<file path="src/rtl/sync_fifo_ctl_pkg.sv">
// Shared types and helpers for the single-clock FIFO controller.
// Read-mode selector and pointer width derivation.
package fifo_pkg;

    typedef enum logic {
        FIFO_STD  = 1'b0,
        FIFO_FWFT = 1'b1
    } fifo_mode_e;

    // Pointer width; a one-bit pointer is kept even for degenerate depths.
    function automatic int ptr_width(input int depth);
        if (depth > 1) begin
            return $clog2(depth);
        end else begin
            return 1;
        end
    endfunction

endpackage

</file>
<file path="src/rtl/sync_fifo_ctl_if.sv">
// Request/status bundle between a FIFO user (master) and the FIFO (slave).
interface sync_fifo_ctl_if #(
    parameter int WIDTH = 8,
    parameter int DEPTH = 10
);
    localparam int CW = $clog2(DEPTH + 1);

    logic             flush;
    logic             clearErr;
    logic             write;
    logic [WIDTH-1:0] writeData;
    logic             full;
    logic             almostFull;
    logic             read;
    logic [WIDTH-1:0] readData;
    logic             empty;
    logic             almostEmpty;
    logic [CW-1:0]    count;
    logic             overflow;
    logic             underflow;

    modport master (
        output flush, clearErr, write, writeData, read,
        input  full, almostFull, readData, empty, almostEmpty, count,
               overflow, underflow
    );

    modport slave (
        input  flush, clearErr, write, writeData, read,
        output full, almostFull, readData, empty, almostEmpty, count,
               overflow, underflow
    );

endinterface

</file>
<file path="src/rtl/sync_fifo_ctl_wrap_ptr.sv">
// Wrap-around pointer for a FIFO of arbitrary depth: counts 0..DEPTH-1 and
// returns to 0 by explicit compare, so non-power-of-two depths work.
module fifo_wrap_ptr
    import fifo_pkg::*;
#(
    parameter int DEPTH = 10
) (
    input  logic                          clk,
    input  logic                          rstN,
    input  logic                          clr,
    input  logic                          inc,
    output logic [ptr_width(DEPTH)-1:0]   o_ptr
);
    localparam int PW = ptr_width(DEPTH);
    localparam logic [PW-1:0] LAST = PW'(DEPTH - 1);

    logic [PW-1:0] r_ptr;
    logic [PW-1:0] w_ptr_nxt;

    // Next pointer: clear wins, otherwise advance with wrap at LAST.
    always_comb begin
        w_ptr_nxt = r_ptr;
        if (clr) begin
            w_ptr_nxt = {PW{1'b0}};
        end else if (inc) begin
            if (r_ptr == LAST) begin
                w_ptr_nxt = {PW{1'b0}};
            end else begin
                w_ptr_nxt = r_ptr + PW'(1);
            end
        end else begin
            w_ptr_nxt = r_ptr;
        end
    end

    // Pointer register.
    always_ff @(posedge clk or negedge rstN) begin
        if (!rstN) begin
            r_ptr <= {PW{1'b0}};
        end else begin
            r_ptr <= w_ptr_nxt;
        end
    end

    assign o_ptr = r_ptr;

endmodule

</file>
<file path="src/rtl/sync_fifo_ctl.sv">
// Single-clock FIFO with any depth, registered or show-ahead read, fill level,
// almost-full/empty thresholds, sticky error flags and synchronous flush.
module sync_fifo_ctl
    import fifo_pkg::*;
#(
    parameter int         WIDTH    = 8,
    parameter int         DEPTH    = 10,
    parameter fifo_mode_e MODE     = FIFO_STD,
    parameter int         AF_LEVEL = DEPTH - 2,
    parameter int         AE_LEVEL = 2
) (
    input  logic          clk,
    input  logic          rstN,
    sync_fifo_ctl_if.slave bus
);
    localparam int PW = ptr_width(DEPTH);
    localparam int CW = $clog2(DEPTH + 1);

    if (DEPTH < 2) begin : g_bad_depth
        $fatal(1, "sync_fifo_ctl: DEPTH must be at least 2");
    end
    if ((AF_LEVEL < 1) || (AF_LEVEL > DEPTH)) begin : g_bad_af
        $fatal(1, "sync_fifo_ctl: AF_LEVEL out of range 1..DEPTH");
    end
    if ((AE_LEVEL < 0) || (AE_LEVEL > (DEPTH - 1))) begin : g_bad_ae
        $fatal(1, "sync_fifo_ctl: AE_LEVEL out of range 0..DEPTH-1");
    end

    logic [WIDTH-1:0] r_mem [0:DEPTH-1];
    logic [CW-1:0]    r_count;
    logic [CW-1:0]    w_count_nxt;
    logic             r_full;
    logic             r_empty;
    logic             r_af;
    logic             r_ae;
    logic             r_ovf;
    logic             r_udf;
    logic [PW-1:0]    w_wr_ptr;
    logic [PW-1:0]    w_rd_ptr;
    logic             w_wr_acc;
    logic             w_rd_acc;
    logic             w_ovf_set;
    logic             w_udf_set;

    // Flush drops both requests outright, so it never raises an error either.
    assign w_wr_acc  = bus.write && !r_full  && !bus.flush;
    assign w_rd_acc  = bus.read  && !r_empty && !bus.flush;
    assign w_ovf_set = bus.write &&  r_full  && !bus.flush;
    assign w_udf_set = bus.read  &&  r_empty && !bus.flush;

    fifo_wrap_ptr #(.DEPTH(DEPTH)) u_wr_ptr (
        .clk   (clk),
        .rstN  (rstN),
        .clr   (bus.flush),
        .inc   (w_wr_acc),
        .o_ptr (w_wr_ptr)
    );

    fifo_wrap_ptr #(.DEPTH(DEPTH)) u_rd_ptr (
        .clk   (clk),
        .rstN  (rstN),
        .clr   (bus.flush),
        .inc   (w_rd_acc),
        .o_ptr (w_rd_ptr)
    );

    // Next fill level.
    always_comb begin
        w_count_nxt = r_count;
        if (bus.flush) begin
            w_count_nxt = {CW{1'b0}};
        end else begin
            case ({w_wr_acc, w_rd_acc})
                2'b10:   w_count_nxt = r_count + CW'(1);
                2'b01:   w_count_nxt = r_count - CW'(1);
                default: w_count_nxt = r_count;
            endcase
        end
    end

    // Fill level and flags, registered from the next count so they never glitch.
    always_ff @(posedge clk or negedge rstN) begin
        if (!rstN) begin
            r_count <= {CW{1'b0}};
            r_full  <= 1'b0;
            r_empty <= 1'b1;
            r_af    <= 1'b0;
            r_ae    <= 1'b1;
        end else begin
            r_count <= w_count_nxt;
            r_full  <= (w_count_nxt == CW'(DEPTH));
            r_empty <= (w_count_nxt == {CW{1'b0}});
            r_af    <= (w_count_nxt >= CW'(AF_LEVEL));
            r_ae    <= (w_count_nxt <= CW'(AE_LEVEL));
        end
    end

    // Sticky errors; a new error in the clearing cycle keeps the flag set.
    always_ff @(posedge clk or negedge rstN) begin
        if (!rstN) begin
            r_ovf <= 1'b0;
            r_udf <= 1'b0;
        end else begin
            r_ovf <= w_ovf_set || (r_ovf && !bus.clearErr);
            r_udf <= w_udf_set || (r_udf && !bus.clearErr);
        end
    end

    // Storage array, intentionally without reset.
    always_ff @(posedge clk) begin
        if (w_wr_acc) begin
            r_mem[w_wr_ptr] <= bus.writeData;
        end
    end

    if (MODE == FIFO_STD) begin : g_std
        logic [WIDTH-1:0] r_rd_data;

        // Registered read port: loads on an accepted read, holds otherwise.
        always_ff @(posedge clk or negedge rstN) begin
            if (!rstN) begin
                r_rd_data <= {WIDTH{1'b0}};
            end else if (bus.flush) begin
                r_rd_data <= {WIDTH{1'b0}};
            end else if (w_rd_acc) begin
                r_rd_data <= r_mem[w_rd_ptr];
            end else begin
                r_rd_data <= r_rd_data;
            end
        end

        assign bus.readData = r_rd_data;
    end else begin : g_fwft
        assign bus.readData = r_empty ? {WIDTH{1'b0}} : r_mem[w_rd_ptr];
    end

    assign bus.count       = r_count;
    assign bus.full        = r_full;
    assign bus.empty       = r_empty;
    assign bus.almostFull  = r_af;
    assign bus.almostEmpty = r_ae;
    assign bus.overflow    = r_ovf;
    assign bus.underflow   = r_udf;

endmodule

</file>
<file path="src/flat_wrapper.sv">
// flat-port wrapper written by rule: the top's interface ports become plain ports
module sync_fifo_ctl_flat import fifo_pkg::*;
#(
    parameter int         WIDTH    = 8,
    parameter int         DEPTH    = 10,
    parameter fifo_mode_e MODE     = FIFO_STD,
    parameter int         AF_LEVEL = DEPTH - 2,
    parameter int         AE_LEVEL = 2
)
  (clk, rstN, bus_flush, bus_clearErr, bus_write, bus_writeData, bus_read, bus_full, bus_almostFull, bus_readData, bus_empty, bus_almostEmpty, bus_count, bus_overflow, bus_underflow);
  sync_fifo_ctl_if #(.WIDTH(WIDTH), .DEPTH(DEPTH)) bus_i ();
  input  logic clk;
  input  logic rstN;
  input wire logic [$bits(bus_i.flush)-1:0] bus_flush;
  input wire logic [$bits(bus_i.clearErr)-1:0] bus_clearErr;
  input wire logic [$bits(bus_i.write)-1:0] bus_write;
  input wire logic [$bits(bus_i.writeData)-1:0] bus_writeData;
  input wire logic [$bits(bus_i.read)-1:0] bus_read;
  output wire logic [$bits(bus_i.full)-1:0] bus_full;
  output wire logic [$bits(bus_i.almostFull)-1:0] bus_almostFull;
  output wire logic [$bits(bus_i.readData)-1:0] bus_readData;
  output wire logic [$bits(bus_i.empty)-1:0] bus_empty;
  output wire logic [$bits(bus_i.almostEmpty)-1:0] bus_almostEmpty;
  output wire logic [$bits(bus_i.count)-1:0] bus_count;
  output wire logic [$bits(bus_i.overflow)-1:0] bus_overflow;
  output wire logic [$bits(bus_i.underflow)-1:0] bus_underflow;
  assign bus_i.flush = bus_flush;
  assign bus_i.clearErr = bus_clearErr;
  assign bus_i.write = bus_write;
  assign bus_i.writeData = bus_writeData;
  assign bus_i.read = bus_read;
  assign bus_full = bus_i.full;
  assign bus_almostFull = bus_i.almostFull;
  assign bus_readData = bus_i.readData;
  assign bus_empty = bus_i.empty;
  assign bus_almostEmpty = bus_i.almostEmpty;
  assign bus_count = bus_i.count;
  assign bus_overflow = bus_i.overflow;
  assign bus_underflow = bus_i.underflow;
  sync_fifo_ctl #(.WIDTH(WIDTH), .DEPTH(DEPTH), .MODE(MODE), .AF_LEVEL(AF_LEVEL), .AE_LEVEL(AE_LEVEL)) u_core (.clk(clk), .rstN(rstN), .bus(bus_i));
endmodule
</file>
<file path="config.mk">
export PLATFORM = sky130hd
export DESIGN_NAME = sync_fifo_ctl_flat
export DESIGN_NICKNAME = d
export VERILOG_FILES = /design/src/rtl/sync_fifo_ctl_pkg.sv /design/src/rtl/sync_fifo_ctl_if.sv /design/src/rtl/sync_fifo_ctl_wrap_ptr.sv /design/src/rtl/sync_fifo_ctl.sv /design/src/flat_wrapper.sv
export SDC_FILE = /design/constraint.sdc
export NUM_CORES = 1
export LEC_CHECK = 0
export ABC_AREA = 1
export BUFFER_PORTS_ARGS = -buffer_cell sky130_fd_sc_hd__buf_4
export CORE_MARGIN = 10
export CORE_UTILIZATION = 52
export DETAILED_ROUTE_END_ITERATION = 8
export HOLD_SLACK_MARGIN = 0.02
export PLACE_DENSITY = 0.72
export SETUP_SLACK_MARGIN = 0.4
export SYNTH_ARGS = -nofsm -noshare
export SYNTH_HDL_FRONTEND = slang
export SYNTH_SLANG_ARGS = --single-unit
</file>
<file path="constraint.sdc">
create_clock -name clk -period 2 [get_ports clk]
set_input_delay 0.1 -clock clk [delete_from_list [all_inputs] [get_ports clk]]
set_output_delay 0.1 -clock clk [all_outputs]
set_load 0.05 [all_outputs]
</file>
==> out/metrics.json, run 1 <==
{
  "run_status": {"value": "complete, no violations"},
  "grt_setup_unrepaired": {"value": "yes"},
  "area_growth": {"value": 20.8, "unit": "%"},
  "gr-total-overflow": {"value": 0},
  "grtUsageMet2": {"value": 0.261},
  "via_count": {"value": 3122},
  "finalSetupTns": {"value": 0, "unit": "ns"},
  "final_net_count": {"value": 495},
  "dp_hpwl": {"value": 6230, "unit": "um"},
  "drt_first_iter_violations": {"value": 224},
  "design.die.area": {"value": 12800, "unit": "um2"},
  "static-leakage-power": {"value": 2.19, "unit": "nW"},
  "final-hold-violation-count": {"value": 0},
  "synth.avg_cell_area": {"value": 10.9, "unit": "um2"},
  "power_density": {"value": 975, "unit": "nW/um2"},
  "setup.worst_path.end": {"value": "u_core.bus.almostEmpty$_DFF_PN1_"},
  "global_route_wire_length_before_repair": {"value": 15900, "unit": "um"},
  "dieHeight": {"value": 113, "unit": "um"},
  "gr-usage-all-layers": {"value": 0.152},
  "gp_routability_congestion": {"value": 0.832},
  "placed_instances": {"value": 548},
  "post_synth_instance_area": {"value": 4520, "unit": "um2"},
  "drive_gt1_frac": {"value": 0.241},
  "floorplan.die.width": {"value": 113, "unit": "um"},
  "synthesized_area_fraction_occupied_by_ao_oa_aoi_and_oai_cells": {"value": 0.0816},
  "critPathLaunch": {"value": "u_core.bus.empty$_DFF_PN1_"},
  "synthAdderAreaFrac": {"value": 0.0138},
  "port_buffers": {"value": 31},
  "grt.met3_usage": {"value": 0.0354},
  "drt_drc_violations_left": {"value": 0},
  "slew_viol_final": {"value": 0},
  "synth_top_family_by_area": {"value": "simple AND/OR/NAND/NOR gates"},
  "cts_sinks": {"value": 106},
  "rrSetupSlack": {"value": 0.06, "unit": "ns"},
  "layout.filler_cells": {"value": 637},
  "core_area": {"value": 8340, "unit": "um2"},
  "stdcell_count": {"value": 586},
  "timing.clock.skew": {"value": 0.0119, "unit": "ns"},
  "globalRouteMet1Util": {"value": 0.186},
  "diodes_inserted": {"value": 0},
  "yosys_warnings": {"value": 0},
  "synth_seq_area_share": {"value": 0.676},
  "grt-busiest-layer": {"value": "met2"},
  "synth.distinct_cells": {"value": 25},
  "top_level_ports": {"value": 32},
  "routed_wirelength": {"value": 9660, "unit": "um"},
  "setup_violations": {"value": 0},
  "number_of_global_route_vias_before_repair": {"value": 3195},
  "cts_root_buf": {"value": "clkbuf_8"},
  "viasPerCell": {"value": 5.33},
  "worstReg2RegStart": {"value": "u_core.bus.empty$_DFF_PN1_"},
  "xor_xnor_cell_area_share_of_the_yosys_netlist": {"value": 0.00968},
  "period_share": {"value": 0.971},
  "yosys-mux-area-fraction": {"value": 0},
  "synth_simple_gate_area_frac": {"value": 0.167},
  "clkLatencyLatePin": {"value": 0.36, "unit": "ns"},
  "period_needed": {"value": 1.94, "unit": "ns"},
  "ys_seq_elements": {"value": 106},
  "rr_worst_depth": {"value": 12},
  "initial_utilization": {"value": 0.542},
  "cts.reportedPaths.clkPinSlew": {"value": 0.10, "unit": "ns"},
  "slew_headroom": {"value": 0.772},
  "timing_worst_slew_pin_value": {"value": 0.339, "unit": "ns"},
  "num_rows": {"value": 33},
  "grt_max_degree": {"value": 43},
  "crit_arrival": {"value": 2.24, "unit": "ns"},
  "synthesis.nets": {"value": 432},
  "hold-worst-slack": {"value": 0.0750, "unit": "ns"},
  "hold_class": {"value": "input port to register"},
  "worstReg2RegEnd": {"value": "u_core.bus.almostEmpty$_DFF_PN1_"},
  "crit_fanout": {"value": 4},
  "drv_cap": {"value": 0},
  "drt_first_pass_iters": {"value": 4},
  "ctsLongestPathBuffers": {"value": 2},
  "setup.worst_path.class": {"value": "register to register"},
  "setup_slack_of_the_critical_path_after_layout": {"value": 0.0575, "unit": "ns"},
  "worst_vdd_drop": {"value": 0.783, "unit": "mV"},
  "ant_nets": {"value": 0},
  "finalCoreUtilization": {"value": 0.655},
  "grt_antenna_before_repair": {"value": 0},
  "critPathRequiredTime": {"value": 2.29, "unit": "ns"},
  "tritoncts": {"value": "yes"},
  "end_kind": {"value": "register"},
  "placement.setup.worst_slack": {"value": 0.00176, "unit": "ns"},
  "route.detailed.wl_per_inst": {"value": 16.5, "unit": "um"},
  "cts.htree.levels": {"value": 3},
  "fmaxAchievable": {"value": 515, "unit": "MHz"},
  "instance_count_of_the_mapped_netlist": {"value": 413},
  "tritoncts.num_buffers": {"value": 9},
  "start_kind": {"value": "register"}
}
final cells by class:
cell class / count / area [um2] / area share
flip-flops and latches: 106 / 3060 / 0.560
multi-input cells: 266 / 1390 / 0.255
well taps: 105 / 131 / 0.0241
clock inverters: 6 / 65.1 / 0.0119
repair buffers: 66 / 562 / 0.103
clock buffers: 10 / 138 / 0.0252
inverters: 27 / 115 / 0.0211
per-layer routing:
metal,wire length (um),vias up
met3,365,11
li1,-,1528
met2,5000,53
met1,4180,1530
met5,0,-
met4,123,0
cell usage after synthesis, drive strengths merged:
| cell type | count | area, um2 |
|---|---|---|
| nand2 | 83 | 314 |
| edfxtp | 80 | 2400 |
| nor2 | 76 | 305 |
| o21ai | 45 | 225 |
| inv | 25 | 104 |
| dfrtp | 24 | 601 |
| nand3 | 21 | 110 |
| a21oi | 20 | 100 |
| buf | 14 | 125 |
| o22ai | 7 | 43.8 |
| ha | 5 | 62.6 |
| nor3 | 4 | 25.0 |
| xor2 | 4 | 35.0 |
| clkinv | 2 | 7.51 |
| dfstp | 2 | 52.6 |
| xnor2 | 1 | 8.76 |
worst max-delay path, stage by stage (launching register included):
cell and delay [ns]:
dfstp_2 0.56, inv_2 0.04, nand2_2 0.08, nor2_4 0.05
ha_4 0.18, nor2_4 0.14, nor2_4 0.06, ha_4 0.27
nor2_4 0.04, nor3_4 0.20, inv_2 0.07, o21ai_2 0.15
a21oi_2 0.05
flip-flops by register name, summed over array words and instances (netlist names):
signal                  flops
u_core.u_wr_ptr.o_ptr       4
u_core.bus.overflow         1
u_core.bus.almostFull       1
u_core.bus.readData         8
u_core.bus.count            4
u_core.bus.almostEmpty      1
u_core.bus.empty            1
u_core.r_mem               80
u_core.bus.full             1
u_core.bus.underflow        1
u_core.u_rd_ptr.o_ptr       4
layout by cell type, fill, tap and decap left out, types with 2 or more instances in the layout:
cell type	count
a21oi_1	19
buf_12	2
buf_4	50
clkbuf_8	10
clkinv_1	2
clkinv_4	2
dfrtp_1	22
dfrtp_2	2
dfstp_2	2
dlygate4sd3_1	12
edfxtp_1	80
ha_1	2
ha_4	3
inv_1	17
inv_2	6
inv_6	3
nand2_1	77
nand2_2	6
nand3_1	17
nand3_2	3
nor2_1	63
nor2_2	7
nor2_4	6
nor3_2	2
nor3_4	2
o21ai_0	20
o21ai_1	23
o21ai_2	2
o22ai_1	7
xor2_1	3
kinds of logic (layout without fill, tap and decap cells):
logic type / count (synthesis) / in the layout
AOI/OAI and AO/OA: 72 / 72
xor gates and xnor gates: 5 / 5
adders and majority gates: 5 / 5
DFF: 106 / 106
buffers and inverters: 41 / 109
and+or+nand+nor: 184 / 184
stage by stage:
stage	area (um2)	total power, mW
floorplan	4560	3.52
global placement	4890	3.80
detailed placement	4890	3.83
CTS	5390	5.25
global route	5460	5.59
finish	5460	5.32
power by group:
group	internal (mW)	switching, mW	total [mW]
Sequential	2.49	0.0913	2.58
Combinational	0.474	0.928	1.40
Clock	0.616	0.723	1.34
timing repair:
action                                 4_1_cts  5_1_grt
gates resized for setup                     19       15
setup buffers                                8        2
endpoints found under the hold margin      109        0
setup endpoints to repair                   32       22
hold buffers                                12        0
pin swaps                                   12       10
worst min-delay path by stage:
stage	startpoint	end	slack (ns)	depth (start not counted)
4_1_cts	bus_write	u_core.bus.overflow$_DFF_PN0_	0.05	3
5_1_grt	bus_flush	u_core.bus.count[1]$_DFF_PN0_	0.07	3
3_3_place_gp	rstN	u_core.bus.count[3]$_DFF_PN0_	0.02	1
3_5_place_dp	rstN	u_core.bus.count[3]$_DFF_PN0_	0.03	1
6_report	bus_write	u_core.bus.overflow$_DFF_PN0_	0.07	3
2_1_floorplan	rstN	u_core.bus.almostFull$_DFF_PN0_	-0.20	0
No activity file was read; power rests on OpenSTA's default activity.
==> run 2: changes to the inputs <==
--- a/config.mk
+++ b/config.mk
@@ -11,8 +11,9 @@
 export CORE_UTILIZATION = 52
 export DETAILED_ROUTE_END_ITERATION = 8
 export HOLD_SLACK_MARGIN = 0.02
-export PLACE_DENSITY = 0.72
+export PLACE_DENSITY_LB_ADDON = 0.12
 export SETUP_SLACK_MARGIN = 0.4
 export SYNTH_ARGS = -nofsm -noshare
 export SYNTH_HDL_FRONTEND = slang
+export SYNTH_HIERARCHICAL = 1
 export SYNTH_SLANG_ARGS = --single-unit
==> out/metrics.json, run 2 <==
{
  "run_status": {"value": "complete, no violations", "change": "unchanged"},
  "routed_wirelength": {"value": 10800, "unit": "um", "change": "was 9660 um"},
  "post_synth_instance_area": {"value": 4650, "unit": "um2", "change": "was 4520 um2"},
  "initial_utilization": {"value": 0.533, "change": "was 0.542"},
  "drive_gt1_frac": {"value": 0.306, "change": "was 0.241"},
  "register_ranked_first_by_flip_flop_count": {"value": "u_core/r_mem", "change": "was u_core.r_mem"},
  "timing.clock.skew": {"value": 0.0112, "unit": "ns", "change": "was 0.0119 ns"},
  "period_needed": {"value": 1.84, "unit": "ns", "change": "was 1.94 ns"},
  "static-leakage-power": {"value": 2.33, "unit": "nW", "change": "was 2.19 nW"},
  "setup.worst_path.class": {"value": "register to register", "change": "unchanged"},
  "worst_vdd_drop": {"value": 0.458, "unit": "mV", "change": "was 0.783 mV"},
  "top_level_ports": {"value": 32, "change": "unchanged"},
  "instance_count_of_the_mapped_netlist": {"value": 429, "change": "was 413"},
  "design.die.area": {"value": 13100, "unit": "um2", "change": "was 12,800 um2"},
  "start_kind": {"value": "register", "change": "unchanged"},
  "slew_viol_final": {"value": 0, "change": "unchanged"},
  "final_net_count": {"value": 526, "change": "was 495"},
  "synth-edff-count": {"value": 80, "change": "unchanged"},
  "synth_seq_area_share": {"value": 0.658, "change": "was 0.676"},
  "grt_antenna_before_repair": {"value": 0, "change": "unchanged"},
  "drt_drc_violations_left": {"value": 0, "change": "unchanged"},
  "synth_common_cells": {"value": "edfxtp_1, nor2_1, nand2_1", "change": "was nand2_1, edfxtp_1, nor2_1"},
  "grt_setup_unrepaired": {"value": "yes", "change": "unchanged"},
  "via_count": {"value": 3311, "change": "was 3,122"},
  "cts_root_buf": {"value": "clkbuf_8", "change": "unchanged"},
  "gr-usage-all-layers": {"value": 0.162, "change": "was 0.152"},
  "layout.filler_cells": {"value": 645, "change": "was 637"},
  "core_area": {"value": 8720, "unit": "um2", "change": "was 8340 um2"},
  "rrSetupSlack": {"value": 0.16, "unit": "ns", "change": "was 0.06 ns"},
  "largest_reg_flops": {"value": 80, "change": "unchanged"},
  "setup_slack_of_the_critical_path_after_layout": {"value": 0.157, "unit": "ns", "change": "was 0.0575 ns"},
  "crit_fanout": {"value": 4, "change": "unchanged"},
  "tritoncts": {"value": "yes", "change": "unchanged"},
  "cts_sinks": {"value": 106, "change": "unchanged"},
  "crit_arrival": {"value": 2.14, "unit": "ns", "change": "was 2.24 ns"},
  "grt_max_degree": {"value": 38, "change": "was 43"},
  "ctsLongestPathBuffers": {"value": 2, "change": "unchanged"},
  "most_area_consuming_cells_after_synthesis": {"value": "edfxtp_1, dfrtp_1, nor2_1", "change": "was edfxtp_1, dfrtp_1, nand2_1"},
  "drt_first_iter_violations": {"value": 254, "change": "was 224"},
  "drt_first_pass_iters": {"value": 5, "change": "was 4"},
  "num_rows": {"value": 34, "change": "was 33"},
  "port_buffers": {"value": 31, "change": "unchanged"},
  "mostFrequentLayoutCell": {"value": "edfxtp_1", "change": "unchanged"},
  "clkLatencyLatePin": {"value": 0.36, "unit": "ns", "change": "about the same"},
  "floorplan.die.width": {"value": 115, "unit": "um", "change": "was 113 um"},
  "setup_violations": {"value": 0, "change": "unchanged"},
  "ys_seq_elements": {"value": 106, "change": "unchanged"},
  "tritoncts.num_buffers": {"value": 9, "change": "unchanged"},
  "critPathRequiredTime": {"value": 2.30, "unit": "ns", "change": "was 2.29 ns"},
  "gp_routability_congestion": {"value": 0.849, "change": "was 0.832"},
  "synth_top_cell_area_share": {"value": 0.517, "change": "was 0.531"},
  "dieHeight": {"value": 115, "unit": "um", "change": "was 113 um"},
  "cts.reportedPaths.clkPinSlew": {"value": 0.10, "unit": "ns", "change": "about the same"},
  "finalSetupTns": {"value": 0, "unit": "ns", "change": "unchanged"},
  "most-common-layout-cells": {"value": "edfxtp_1, nor2_1, buf_4", "change": "was edfxtp_1, nand2_1, nor2_1"},
  "synth.distinct_cells": {"value": 33, "change": "was 25"},
  "hold_class": {"value": "input port to register", "change": "unchanged"},
  "synth_async_sr_flop_share": {"value": 0.245, "change": "unchanged"},
  "period_share": {"value": 0.921, "change": "was 0.971"},
  "diodes_inserted": {"value": 0, "change": "unchanged"},
  "yosys_warnings": {"value": 6, "change": "was 0"},
  "cts.htree.levels": {"value": 3, "change": "unchanged"},
  "viasPerCell": {"value": 5.36, "change": "was 5.33"},
  "synth.avg_cell_area": {"value": 10.8, "unit": "um2", "change": "was 10.9 um2"},
  "ys_dominant_reg_cell": {"value": "edfxtp_1", "change": "unchanged"},
  "placement.setup.worst_slack": {"value": 0.0996, "unit": "ns", "change": "was 0.00176 ns"},
  "number_of_global_route_vias_before_repair": {"value": 3240, "change": "was 3,195"},
  "synthesis.nets": {"value": 449, "change": "was 432"},
  "global_route_wire_length_before_repair": {"value": 16800, "unit": "um", "change": "was 15,900 um"},
  "power_density": {"value": 822, "unit": "nW/um2", "change": "was 975 nW/um2"},
  "synth.most_common_cell": {"value": "edfxtp_1", "change": "was nand2_1"},
  "drv_cap": {"value": 0, "change": "unchanged"},
  "end_kind": {"value": "register", "change": "unchanged"},
  "dp_hpwl": {"value": 6580, "unit": "um", "change": "was 6230 um"},
  "ant_nets": {"value": 0, "change": "unchanged"},
  "slew_headroom": {"value": 0.581, "change": "was 0.772"},
  "gr-total-overflow": {"value": 0, "change": "unchanged"},
  "area_growth": {"value": 28.5, "unit": "%", "change": "was 20.8%"},
  "final-hold-violation-count": {"value": 0, "change": "unchanged"},
  "fmaxAchievable": {"value": 543, "unit": "MHz", "change": "was 515 MHz"},
  "post-synth-top-area-cell": {"value": "edfxtp_1", "change": "unchanged"},
  "route.detailed.wl_per_inst": {"value": 17.5, "unit": "um", "change": "was 16.5 um"},
  "timing_worst_slew_pin_value": {"value": 0.628, "unit": "ns", "change": "was 0.339 ns"}
}
-- run 2: logic make-up (layout without fill, tap and decap cells) --
kind of cell	Yosys count	count (layout)	synth area share
and+or+nand+nor	180	180	0.179
DFF	106	106	0.658
AOI/OAI and AO/OA	80	80	0.0951
buffers and inverters	56	137	0.0501
adders and majority gates	6	6	0.0162
xor gates and xnor gates	1	1	0.00189
-- run 2: final cells by class --
cell class / instances / area, um2 / area share
flip-flops and latches: 106 / 3070 / 0.513
multi-input cells: 267 / 1660 / 0.278
repair buffers: 81 / 777 / 0.130
inverters: 41 / 169 / 0.0283
well taps: 108 / 135 / 0.0226
clock buffers: 9 / 124 / 0.0207
clock inverters: 6 / 42.5 / 0.00712
-- run 2: path summary, 6_finish.rpt --
check                                                   start                                 end  cells past startpoint
setup / recovery                   u_core/bus.empty$_DFF_PN1_    u_core/bus.almostEmpty$_DFF_PN1_                     10
min in group asynchronous                                rstN           u_core/bus.full$_DFF_PN0_                      2
hold reg to reg            u_core/bus.readData[7]$_DFFE_PN0P_  u_core/bus.readData[7]$_DFFE_PN0P_                      2
setup reg to reg                   u_core/bus.empty$_DFF_PN1_    u_core/bus.almostEmpty$_DFF_PN1_                     10
hold / removal                                       bus_read      u_core/bus.underflow$_DFF_PN0_                      3
max in group asynchronous                                rstN    u_core/bus.almostEmpty$_DFF_PN1_                      2
-- run 2: timing repair --
| item | 4_1_cts | 5_1_grt |
|---|---|---|
| hold buffers | 11 | 0 |
| gates resized for setup | 19 | 52 |
| gates cloned | 0 | 2 |
| setup endpoints to repair | 60 | 39 |
| endpoints found under the hold margin | 106 | 0 |
| setup buffers | 10 | 12 |
| pin swaps | 9 | 11 |
-- run 2: per-layer routing --
metal  vias up  wire length, um  global-route usage
met5         -                0                   0
met3         4              614              0.0430
met4         0               66              0.0393
li1       1634                -                   -
met1      1606             4570               0.201
met2        67             5570               0.273
-- run 2: power breakdown --
part	switching [mW]	leakage (nW)	internal [mW]
logic	0.745	1.18	0.460
clock network	0.712	0.0835	0.451
registers	0.0779	1.06	2.46
total	1.54	2.33	3.37
-- run 2: stage by stage --
stage | area (um2) | std cells | hold slack, ns | utilization | total power, mW
global route | 5970 | 618 | 0.0666 | 0.685 | 5.14
floorplan | 4810 | 429 | -0.196 | - | 3.20
CTS | 5670 | 604 | 0.0586 | 0.650 | 4.73
global placement | 5220 | 568 | 0.0279 | 0.599 | 3.48
finish | 5970 | 618 | 0.0742 | 0.685 | 4.91
detailed placement | 5220 | 568 | 0.0335 | 0.599 | 3.50
-- run 2: critical path: stages, from the launching register on --
cell	delay (ns)
dfstp_4	0.67
inv_4	0.05
nand2_8	0.07
nor2_2	0.05
ha_4	0.25
inv_4	0.08
nor2_1	0.06
nor3_2	0.25
inv_2	0.10
o21ai_2	0.14
a21oi_1	0.05
